### config.mk
export PLATFORM = sky130hd
export DESIGN_NAME = multicycle_controller
export DESIGN_NICKNAME = d
export VERILOG_FILES = /design/src/rtl/multicycle_controller.sv
export SDC_FILE = /design/constraint.sdc
export NUM_CORES = 1
export LEC_CHECK = 0
export ABC_AREA = 1
export CORE_ASPECT_RATIO = 0.6
export CORE_MARGIN = 8
export CORE_UTILIZATION = 45
export DETAILED_ROUTE_END_ITERATION = 7
export GPL_TIMING_DRIVEN = 0
export PLACE_DENSITY = 0.79
export SLEW_MARGIN = 10
export SYNTH_ARGS = -nofsm -noshare
export SYNTH_HDL_FRONTEND = slang
export SYNTH_SLANG_ARGS = --single-unit
export TNS_END_PERCENT = 1
### constraint.sdc
create_clock -name clk -period 4.1 [get_ports clk]
set_input_delay 0.615 -clock clk [delete_from_list [all_inputs] [get_ports clk]]
set_output_delay 0.615 -clock clk [all_outputs]
set_load 0.03 [all_outputs]
### src/rtl/multicycle_controller.sv
// Control FSM for a multi-cycle MIPS datapath sharing one memory port between fetch and data access.
// Memory states stall on mem_ready and trap to a sticky ERROR state on timeout or an illegal instruction.
module multicycle_controller #(
  parameter int unsigned MEM_WAIT_MAX = 15
) (
  input  logic       clk,
  input  logic       reset,
  input  logic [5:0] opcode,
  input  logic [5:0] funct,
  input  logic       zero,
  input  logic       mem_ready,
  output logic       memread,
  output logic       memwrite,
  output logic       iord,
  output logic       irwrite,
  output logic       pcwrite,
  output logic [1:0] pcsrc,
  output logic       regwrite,
  output logic [1:0] regdst,
  output logic [1:0] memtoreg,
  output logic       alusrca,
  output logic [1:0] alusrcb,
  output logic [1:0] immsel,
  output logic [2:0] alucontrol,
  output logic [3:0] state,
  output logic       err,
  output logic [1:0] err_cause
);

  typedef enum logic [3:0] {
    StIdle   = 4'd0,
    StFetch  = 4'd1,
    StDecode = 4'd2,
    StMemAdr = 4'd3,
    StMemRd  = 4'd4,
    StMemWb  = 4'd5,
    StMemWr  = 4'd6,
    StExec   = 4'd7,
    StAluWb  = 4'd8,
    StBranch = 4'd9,
    StIExec  = 4'd10,
    StIWb    = 4'd11,
    StJump   = 4'd12,
    StJr     = 4'd13,
    StError  = 4'd15
  } state_e;

  localparam logic [5:0] OpRtype = 6'b000000;
  localparam logic [5:0] OpBltz  = 6'b000001;
  localparam logic [5:0] OpJ     = 6'b000010;
  localparam logic [5:0] OpJal   = 6'b000011;
  localparam logic [5:0] OpBeq   = 6'b000100;
  localparam logic [5:0] OpAddi  = 6'b001000;
  localparam logic [5:0] OpOri   = 6'b001101;
  localparam logic [5:0] OpLui   = 6'b001111;
  localparam logic [5:0] OpLw    = 6'b100011;
  localparam logic [5:0] OpSw    = 6'b101011;

  localparam logic [5:0] FnJr  = 6'b001000;
  localparam logic [5:0] FnAdd = 6'b100000;
  localparam logic [5:0] FnSub = 6'b100010;
  localparam logic [5:0] FnAnd = 6'b100100;
  localparam logic [5:0] FnOr  = 6'b100101;
  localparam logic [5:0] FnSlt = 6'b101010;

  localparam logic [2:0] AluAnd = 3'b000;
  localparam logic [2:0] AluOr  = 3'b001;
  localparam logic [2:0] AluAdd = 3'b010;
  localparam logic [2:0] AluSub = 3'b110;
  localparam logic [2:0] AluSlt = 3'b111;

  localparam logic [1:0] CauseNone    = 2'b00;
  localparam logic [1:0] CauseIllegal = 2'b01;
  localparam logic [1:0] CauseTimeout = 2'b10;

  localparam logic [7:0] WaitMax = 8'(MEM_WAIT_MAX);

  state_e     state_q, state_d;
  logic [7:0] wait_q, wait_d;
  logic [1:0] cause_q, cause_d;
  logic       mem_state;
  logic       timeout;
  logic       rtype_alu;

  assign mem_state = (state_q == StFetch) || (state_q == StMemRd) || (state_q == StMemWr);
  assign timeout   = mem_state && !mem_ready && (wait_q == WaitMax);
  assign rtype_alu = (funct == FnAdd) || (funct == FnSub) || (funct == FnAnd) ||
                     (funct == FnOr)  || (funct == FnSlt);

  always_ff @(posedge clk or negedge reset) begin
    if (!reset) begin
      state_q <= StIdle;
      wait_q  <= '0;
      cause_q <= CauseNone;
    end else begin
      state_q <= state_d;
      wait_q  <= wait_d;
      cause_q <= cause_d;
    end
  end

  always_comb begin
    state_d = state_q;
    cause_d = cause_q;
    unique case (state_q)
      StIdle:   state_d = StFetch;
      StFetch:  if (mem_ready) state_d = StDecode;
      StDecode: begin
        unique case (opcode)
          OpLw, OpSw:          state_d = StMemAdr;
          OpBeq, OpBltz:       state_d = StBranch;
          OpAddi, OpOri, OpLui: state_d = StIExec;
          OpJ, OpJal:          state_d = StJump;
          OpRtype: begin
            if (funct == FnJr) begin
              state_d = StJr;
            end else if (rtype_alu) begin
              state_d = StExec;
            end else begin
              state_d = StError;
              cause_d = CauseIllegal;
            end
          end
          default: begin
            state_d = StError;
            cause_d = CauseIllegal;
          end
        endcase
      end
      StMemAdr: state_d = (opcode == OpLw) ? StMemRd : StMemWr;
      StMemRd:  if (mem_ready) state_d = StMemWb;
      StMemWr:  if (mem_ready) state_d = StFetch;
      StExec:   state_d = StAluWb;
      StIExec:  state_d = StIWb;
      StMemWb, StAluWb, StIWb, StBranch, StJump, StJr: state_d = StFetch;
      default:  state_d = StError;
    endcase
    // A ready on the final allowed wait cycle wins over the timeout.
    if (timeout) begin
      state_d = StError;
      cause_d = CauseTimeout;
    end
  end

  always_comb begin
    if (!mem_state || mem_ready || (state_d != state_q)) begin
      wait_d = '0;
    end else begin
      wait_d = wait_q + 8'd1;
    end
  end

  always_comb begin
    memread    = 1'b0;
    memwrite   = 1'b0;
    iord       = 1'b0;
    irwrite    = 1'b0;
    pcwrite    = 1'b0;
    pcsrc      = 2'b00;
    regwrite   = 1'b0;
    regdst     = 2'b00;
    memtoreg   = 2'b00;
    alusrca    = 1'b0;
    alusrcb    = 2'b00;
    immsel     = 2'b00;
    alucontrol = AluAnd;
    unique case (state_q)
      StFetch: begin
        memread    = 1'b1;
        alusrcb    = 2'b01;
        alucontrol = AluAdd;
        irwrite    = mem_ready;
        pcwrite    = mem_ready;
      end
      StDecode: begin
        alusrcb    = 2'b11;
        alucontrol = AluAdd;
      end
      StMemAdr: begin
        alusrca    = 1'b1;
        alusrcb    = 2'b10;
        alucontrol = AluAdd;
      end
      StMemRd: begin
        memread = 1'b1;
        iord    = 1'b1;
      end
      StMemWr: begin
        memwrite = 1'b1;
        iord     = 1'b1;
      end
      StMemWb: begin
        regwrite = 1'b1;
        memtoreg = 2'b01;
      end
      StExec: begin
        alusrca = 1'b1;
        unique case (funct)
          FnSub:   alucontrol = AluSub;
          FnAnd:   alucontrol = AluAnd;
          FnOr:    alucontrol = AluOr;
          FnSlt:   alucontrol = AluSlt;
          default: alucontrol = AluAdd;
        endcase
      end
      StAluWb: begin
        regwrite = 1'b1;
        regdst   = 2'b01;
      end
      StBranch: begin
        alusrca = 1'b1;
        pcsrc   = 2'b01;
        if (opcode == OpBeq) begin
          alucontrol = AluSub;
          pcwrite    = zero;
        end else begin
          // bltz: slt against $0 leaves zero clear when rs is negative.
          alucontrol = AluSlt;
          pcwrite    = ~zero;
        end
      end
      StIExec: begin
        alusrca = 1'b1;
        alusrcb = 2'b10;
        unique case (opcode)
          OpOri: begin
            immsel     = 2'b01;
            alucontrol = AluOr;
          end
          OpLui: begin
            // rs field of lui is $0, so or passes the shifted immediate.
            immsel     = 2'b10;
            alucontrol = AluOr;
          end
          default: alucontrol = AluAdd;
        endcase
      end
      StIWb: regwrite = 1'b1;
      StJump: begin
        pcwrite = 1'b1;
        pcsrc   = 2'b10;
        if (opcode == OpJal) begin
          regwrite = 1'b1;
          regdst   = 2'b10;
          memtoreg = 2'b10;
        end
      end
      StJr: begin
        pcwrite = 1'b1;
        pcsrc   = 2'b11;
      end
      default: ;
    endcase
  end

  assign state     = state_q;
  assign err       = (state_q == StError);
  assign err_cause = cause_q;

endmodule

==> impl_metrics.tcl, run 1 <==
set metrics [dict create \
    antenna_found_initial 0 \
    min_path_type "reg2reg" \
    syn2layout_area_growth_pct 40.0 \
    die_w_um 85.3 \
    coreArea_sq_um 2800 \
    synth_warnings 0 \
    cts_setup_buffers 0 \
    clock_latency_ns 0.25 \
    place_hpwl_mm 3.10 \
    htree_levels 1 \
    yosysTopAreaCell "dfrtp_1" \
    netlist.area_leader.share_pct 27.1 \
    powerDensity_nw_per_um2 175 \
    viasPerCell 5.02 \
    final_layout_size_suffix_gt1_share_pct 13.1 \
    cts_sinks 14 \
    p_leak_nw 0.884 \
    rsz0062_at_grt "false" \
    initial_core_util_pct 46.3 \
    fin_crit_ns 3.54 \
    ant_nets 0 \
    drc_errors 0 \
    grt-ovfl-total 0 \
    num_vias 1431 \
    grt_pass1_vias 1250 \
    die-area_sq_um 4910 \
    finClkSkew_ns 0.00165 \
    cts_resized 0 \
    fin_area_sq_um 1810 \
    wl_per_cell_um 12.9 \
    yosys_register_bits 14 \
    crit_fanout 5 \
    cts_tree "built" \
    synthCells 205 \
    die_h_um 57.6 \
    setup_viol 0 \
    relSlewSlack_pct 56.4 \
    fmaxAchievable_ghz 0.282 \
    synth_cell_type_count 29 \
    holdBufCountCts 0 \
    portBuffers 42 \
    place.gp.congestion 0.826 \
    path_cells "clkdlybuf4s50_1 -> nor2_1 -> nand2_1 -> nor2_1 -> inv_1 -> nor4_1 -> buf_4 -> clkdlybuf4s50_1" \
    grt_usage_pct 15.2 \
    vdd_drop_max_mv 0.106 \
    first_pass_iters 5 \
    post-route-period-util_pct 86.4 \
    diodes 0 \
    critPathArrivalTime_ns 2.93 \
    clock_tree.root_cell "clkbuf_8" \
    fin_setup_tns_ns 0 \
    yosys-top-cells-area "dfrtp_1 (27%), nand2_1 (12%), nor2_1 (12%), inv_1 (8.7%), nand3_1 (8.1%)" \
    worstMarginPinSlew_ns 0.652 \
    syn_area_per_cell_sq_um 6.32 \
    synth_fp_nets 222 \
    cp-end-kind "output pin" \
    slew_viol_final 0 \
    rows 15 \
    cp_slowest_cell "clkdlybuf4s50_1" \
    clkSlewWorstSetupHoldPaths_ns 0.06 \
    grt_pass1_wl_mm 6.12 \
    critPathKind "in2out" \
    cap_violations 0 \
    final_core_util_pct 64.8 \
    crit_required_ns 3.48 \
    drt_iter0_markers 115 \
    status "complete, no violations" \
    hold_viol_final 0 \
    ys_seq_area_share_pct 27.1 \
    place_area_sq_um 1760 \
    cts_buffer_depth 2 \
    critical_path.max_stage_delay_ns 0.66 \
    nets 269 \
    numCtsBuffers 3 \
    wirelength_mm 3.67 \
    cp-start-kind "input port" \
    grt_max_degree 15 \
    num_io_pins 43 \
    synth_area_sq_um 1290 \
    r2r_slack_ns 2.32 \
]
[cells in the mapped netlist]
master	count
nor2_4	2
nor2_2	12
nor3_1	3
o21ai_0	5
nand2_2	5
o211ai_1	2
a21oi_4	1
clkinv_2	1
nand2_1	41
xor2_1	4
nand3_1	21
nor2_1	40
buf_4	1
or3_1	1
nand3b_1	1
a211o_1	1
nor4_1	1
xnor2_1	2
dfrtp_1	14
a21oi_1	3
nand2_8	1
nand2_4	2
nand4_1	4
o21ai_2	1
inv_2	3
inv_1	30
o21bai_1	1
ha_1	1
a31oi_1	1
[cell families after synthesis]
| kind of cell | Yosys count | synth area share, % |
|---|---|---|
| AOI/OAI and AO/OA | 15 | 7.92 |
| xor gates and xnor gates | 6 | 4.06 |
| adders and majority gates | 1 | 0.966 |
| buffers and inverters | 35 | 10.5 |
| DFF | 14 | 27.1 |
| and+or+nand+nor | 134 | 49.5 |
[cell type report]
| type | instances | area (sq um) |
|---|---|---|
| inverters | 34 | 129 |
| flip-flops and latches | 14 | 350 |
| plain buffers | 1 | 7.51 |
| repair buffers | 42 | 420 |
| clock buffers | 4 | 55.1 |
| well taps | 34 | 42.5 |
| multi-input cells | 156 | 808 |
| fillers | 274 | 983 |
[per-layer routing]
layer | share of wire (%) | track usage (%) | vias to the layer above
met4 | 0.74 | 3.71 | 0
met2 | 37 | 20.1 | 69
met1 | 51 | 22.8 | 621
li1 | - | - | 737
met3 | 12 | 4.29 | 4
met5 | 0 | 0 | -
[metrics by stage]
stage | cells | setup slack (ns) | hold WS, ns | power [mW]
detailed placement | 281 | 0.581 | 0.465 | 0.180
global placement | 281 | 0.619 | 0.462 | 0.179
CTS | 285 | 0.574 | 0.480 | 0.317
floorplan | 205 | 1.05 | 0.319 | 0.156
finish | 285 | 0.559 | 0.480 | 0.317
global route | 285 | 0.386 | 0.494 | 0.328
[placed cells by master (no fill, tap or decap), types with 4 or more instances in the layout]
cell type and instances:
nand2_1 41, xor2_1 4, nor2_1 40, nand4_1 4, clkdlybuf4s50_1 42, inv_1 30
nand2_2 5, dfrtp_1 14, clkbuf_8 4, o21ai_0 5, nor2_2 12, nand3_1 21
[critical path: cells and delay by family]
family / cells / cell delay, ns
simple gates: 4 / 0.91
buf+inv: 4 / 1.40
[power by group]
group / switching (mW) / leakage [nW] / internal, mW
registers: 0 / 0.170 / 0.138
clock network: 0.0540 / 0.0288 / 0.0853
logic: 0.0209 / 0.686 / 0.0184
[flip-flops by register name, summed over array words and instances (netlist names)]
register / cells
err_cause: 2
state: 4
wait_q: 8
[final timing paths]
path,from,endpoint,depth (start not counted)
max,opcode[2],regdst[1],8
min in group asynchronous,reset,wait_q[5],1
min,wait_q[0],wait_q[0],1
max in group asynchronous,reset,wait_q[4],1
max reg2reg,state[3],wait_q[6],9
min reg2reg,wait_q[0],wait_q[0],1
Power figures use the tool's default switching activity.
==> inputs of run 2 (changes only) <==
Settings changed: CTS_CLUSTER_DIAMETER from default to 100, DONT_BUFFER_PORTS from default to 1, PLACE_DENSITY 0.79 to default.
Clock period 4.1 ns to 4.3 ns, I/O delays scaled along.
==> run 2 against run 1 <==
Net effect:
- sequential power decreased by 4%
- sequential share of layout area increased by 5.7 points
- non-clock buffer count decreased by 42
- cell count decreased by 15%
- wire length decreased by 7.0%
- via count decreased by 11%
- register-to-register slack got worse by 0.22 ns
- critical path depth decreased by 4
- core utilization decreased by 15 points
- critical endpoint is now regwrite
- largest power group is now sequential cells
==> impl_metrics.tcl, run 2 (synthesis results as in run 1) <==
set metrics [dict create \
    cp-end-kind "output pin" \
    p_sw_share_pct 21.2 \
    cts_setup_buffers 0 \
    grt_usage_pct 14.2 \
    place.gp.congestion 0.820 \
    powerDensity_nw_per_um2 199 \
    path_cells "inv_2 -> nand2_1 -> nor4_2 -> or3_1" \
    cap_violations 0 \
    grt_pass1_wl_mm 5.65 \
    wirelength_mm 3.41 \
    wl_per_cell_um 14.0 \
    fin_crit_ns 2.98 \
    crit_start "state[0]" \
    portBuffers 0 \
    antenna_found_initial 0 \
    vdd_drop_max_mv 0.0883 \
    largest_register_ffs 8 \
    initial_core_util_pct 46.3 \
    fillers 292 \
    die-area_sq_um 4910 \
    clkPwrFrac_pct 45.9 \
    holdBufCountCts 0 \
    reg2reg_from "state[1]" \
    combPwrFrac_pct 6.6 \
    grt_max_degree 15 \
    ant_nets 0 \
    cp-start-kind "flip-flop" \
    cts_resized 0 \
    first_pass_iters 4 \
    syn2layout_area_growth_pct 8.02 \
    clkSlewWorstSetupHoldPaths_ns 0.06 \
    path_depth 4 \
    drt_iter0_markers 90 \
    setup_ws_ns 1.32 \
    crit_buf_inv 1 \
    top_register "wait_q" \
    crit_required_ns 3.65 \
    layout_common_cells "nand2_1 (41), nor2_1 (40), inv_1 (30)" \
    final_layout_size_suffix_gt1_share_pct 16.3 \
    cts_sinks 14 \
    cts_tree "built" \
    numCtsBuffers 3 \
    grt-ovfl-total 0 \
    post-place-ws_ns 1.40 \
    power.share.sequential_pct 47.5 \
    place_area_sq_um 1340 \
    rows 15 \
    die_w_um 85.3 \
    r2r_slack_ns 2.10 \
    post-route-period-util_pct 69.2 \
    layout.cells.most_common "nand2_1" \
    status "complete, no violations" \
    grt_pass1_vias 1168 \
    min_path_type "in2async" \
    cp_slowest_cell "nor4_2" \
    crit_fanout 5 \
    worstReg2RegEnd "wait_q[2]" \
    p_sw_mw 0.0589 \
    worstMarginPinSlew_ns 0.992 \
    setup_viol 0 \
    fin_setup_tns_ns 0 \
    relSlewSlack_pct 33.2 \
    fin_area_sq_um 1400 \
    htree_levels 1 \
    die_h_um 57.6 \
    critPathKind "reg2out" \
    fin_cells 243 \
    critical_path.top_delay_family "simple AND/OR/NAND/NOR gates" \
    place_inst 239 \
    fmaxAchievable_ghz 0.336 \
    clock_latency_ns 0.24 \
    reg2reg_depth 11 \
    nets 227 \
    finClkSkew_ns 0.00408 \
    clock_tree.root_cell "clkbuf_8" \
    cp-endpoint "regwrite" \
    place_hpwl_mm 2.88 \
    diodes 0 \
    viasPerCell 5.27 \
    critPathArrivalTime_ns 2.33 \
    coreArea_sq_um 2800 \
    rsz0062_at_grt "false" \
    hold_viol_final 0 \
    slew_viol_final 0 \
    critical_path.max_stage_delay_ns 0.81 \
    num_io_pins 43 \
    num_vias 1280 \
    p_int_mw 0.219 \
    p_leak_nw 0.728 \
    drc_errors 0 \
    cts_buffer_depth 2 \
]
-- run 2: worst reg2reg max path, cell delays in order, from the launching register on --
cell and delay (ns):
dfrtp_1 0.64, inv_2 0.10, nor2_1 0.14, inv_1 0.07
nor2_1 0.50, nand2_1 0.15, nand2_1 0.13, nor2_2 0.05
nand2_2 0.09, a21oi_4 0.08, nand2_8 0.10, nor2_2 0.04
-- run 2: worst min path at each step --
stage	startpoint	to	slack (ns)	cells after the start
2_1_floorplan	reset	err_cause[0]	0.35	0
5_1_grt	reset	state[0]	0.07	0
4_1_cts	reset	wait_q[0]	0.08	0
3_5_place_dp	reset	wait_q[7]	0.35	0
6_report	reset	state[0]	0.09	0
3_3_place_gp	reset	wait_q[7]	0.35	0
-- run 2: cell type report --
class,instances,area (sq um),area share [%]
plain buffers,1,7.51,0.537
inverters,34,129,9.21
flip-flops and latches,14,350,25.0
well taps,34,42.5,3.04
clock buffers,4,55.1,3.94
multi-input cells,156,815,58.2
-- run 2: per-layer routing --
layer,vias up,wire [um],track usage (%)
met5,-,0,0
met4,0,22,3.71
met3,2,402,5.44
met2,55,1380,20.2
met1,575,1610,19.4
li1,648,-,-
-- run 2: power groups by stage --
stage	Combinational, mW	Sequential [mW]	Clock, mW
after floorplan	0.0148	0.134	0
after global placement	0.0172	0.134	0
after detailed placement	0.0180	0.134	0
after CTS	0.0182	0.132	0.132
after global routing	0.0212	0.132	0.137
final	0.0183	0.132	0.128
-- run 2: metrics by stage --
stage	total power [mW]	util, %	hold slack, ns
global placement	0.151	47.8	0.350
detailed placement	0.152	48.1	0.350
floorplan	0.149	-	0.349
CTS	0.282	50.0	0.0844
global route	0.290	50.0	0.0744
finish	0.278	50.0	0.0893
==> inputs of run 3 (changes only) <==
Clock period 4.3 ns to 2.4 ns, I/O delays scaled along.
==> run 3 against run 2 <==
Net effect:
- total power grew 82%
- critical endpoint unchanged
- non-clock buffer count grew 2
- sequential power up 79%
- critical path type unchanged
- setup slack got worse by 1.3 ns
- first-iteration DRC count decreased by 17%
- sequential share of layout area decreased by 0.77 points
- via count about the same
- sequential cell count is the same
- count of clock-buffer cells in the layout is the same
==> impl_metrics.tcl, run 3 (synthesis results as in run 1) <==
set metrics [dict create \
    worstMarginPinSlew_ns 0.943 \
    min-delay-start "mem_ready" \
    place.gp.congestion 0.815 \
    grt_pass1_wl_mm 5.52 \
    p_leak_nw 0.743 \
    rows 15 \
    cts_buffer_depth 2 \
    fin_crit_ns 2.35 \
    largest_register_ffs 8 \
    multiInputGateArea_sq_um 853 \
    cp-start-kind "flip-flop" \
    clkSlewWorstSetupHoldPaths_ns 0.06 \
    cp-end-kind "output pin" \
    place_inst 239 \
    first_pass_iters 4 \
    syn2layout_area_growth_pct 12.7 \
    fmaxAchievable_ghz 0.426 \
    cap_violations 0 \
    status "complete, no violations" \
    crit_start "state[2]" \
    nets 229 \
    layout.cells.most_common "nand2_1" \
    relSlewSlack_pct 36.5 \
    total_power_mw 0.504 \
    reg2reg_from "state[2]" \
    setup_ws_ns 0.0499 \
    grt_max_degree 15 \
    crit_fanout 7 \
    vdd_drop_max_mv 0.159 \
    clock_tree.root_cell "clkbuf_8" \
    setup_viol 0 \
    top_register "wait_q" \
    regArea_sq_um 354 \
    critPathKind "reg2out" \
    min_path_type "in2reg" \
    diodes 0 \
    final_layout_size_suffix_gt1_share_pct 20.4 \
    antenna_found_initial 0 \
    grt_pass1_vias 1150 \
    rsz0062_at_grt "true" \
    finClkSkew_ns 0.00121 \
    die-area_sq_um 4910 \
    die_w_um 85.3 \
    cts_sinks 14 \
    drt_iter0_markers 75 \
    r2r_slack_ns 0.19 \
    powerDensity_nw_per_um2 346 \
    portBuffers 0 \
    crit_required_ns 2.04 \
    post-place-ws_ns -0.0197 \
    num_vias 1281 \
    fillers 283 \
    slew_viol_final 0 \
    hold_viol_final 0 \
    critPathArrivalTime_ns 1.99 \
    viasPerCell 5.23 \
    htree_levels 1 \
    coreArea_sq_um 2800 \
    post-route-period-util_pct 97.9 \
    cts_tree "built" \
    wirelength_mm 3.41 \
    layout_common_cells "nand2_1 (41), nor2_1 (36), inv_1 (30)" \
    grt_usage_pct 13.9 \
    wl_per_cell_um 13.9 \
    clock_latency_ns 0.24 \
    whs_ns 0.373 \
    place_hpwl_mm 2.89 \
    reg2reg_depth 9 \
    numCtsBuffers 3 \
    die_h_um 57.6 \
    grt-ovfl-total 0 \
    ant_nets 0 \
    initial_core_util_pct 46.3 \
    num_io_pins 43 \
    drc_errors 0 \
    cp-endpoint "regwrite" \
    fin_cells 245 \
    worstReg2RegEnd "wait_q[2]" \
]
## run 3: stage by stage
step / cell area, sq um / setup TNS, ns / util (%)
after CTS: 1430 / -0.0705 / 51.1
after detailed placement: 1340 / -0.0197 / 48.1
after floorplan: 1300 / 0 / -
final: 1460 / 0 / 52.2
after global placement: 1340 / -0.00389 / 48.1
after global routing: 1460 / -0.0383 / 52.2
## run 3: per-layer routing
layer  vias to the layer above  share of wire, %  wire length [um]  GRT usage, %
li1                        657                 -                 -             -
met1                       579                50              1700          19.4
met2                        43                39              1320          19.2
met3                         2                11               361          5.72
met4                         0              0.67                23          2.97
met5                         -                 0                 0             0
## run 3: power breakdown
part / switching (mW) / internal, mW
registers: 0 / 0.236
clock network: 0.0829 / 0.145
logic: 0.0281 / 0.0119
total: 0.111 / 0.393
## run 3: layout make-up
class                   count  area share (%)
clock buffers               4            3.77
repair buffers              2            1.20
inverters                  34            8.83
well taps                  34            2.92
multi-input cells         156            58.5
plain buffers               1           0.515
flip-flops and latches     14            24.3
## run 3: worst min-delay path by stage
stage / to / slack, ns / cells past startpoint
finish: err_cause[1] / 0.37 / 3
global route: err_cause[1] / 0.38 / 3
CTS: err_cause[1] / 0.37 / 3
detailed placement: wait_q[7] / 0.06 / 0
global placement: wait_q[7] / 0.06 / 0
floorplan: err_cause[0] / 0.06 / 0
## run 3: repair_timing
item | 4_1_cts | 5_1_grt
endpoints found under the setup margin | 7 | 7
endpoints found under the hold margin | 14 | 0
hold buffers | 1 | 0
pin swaps | 1 | 1
gates resized for setup | 7 | 6
setup buffers | 0 | 1
## run 3: worst max-delay path, cell delays in order, from the launching register on
cell and delay [ns]:
dfrtp_1 0.65, nand2_1 0.21, nor4_4 0.53, or3_1 0.36
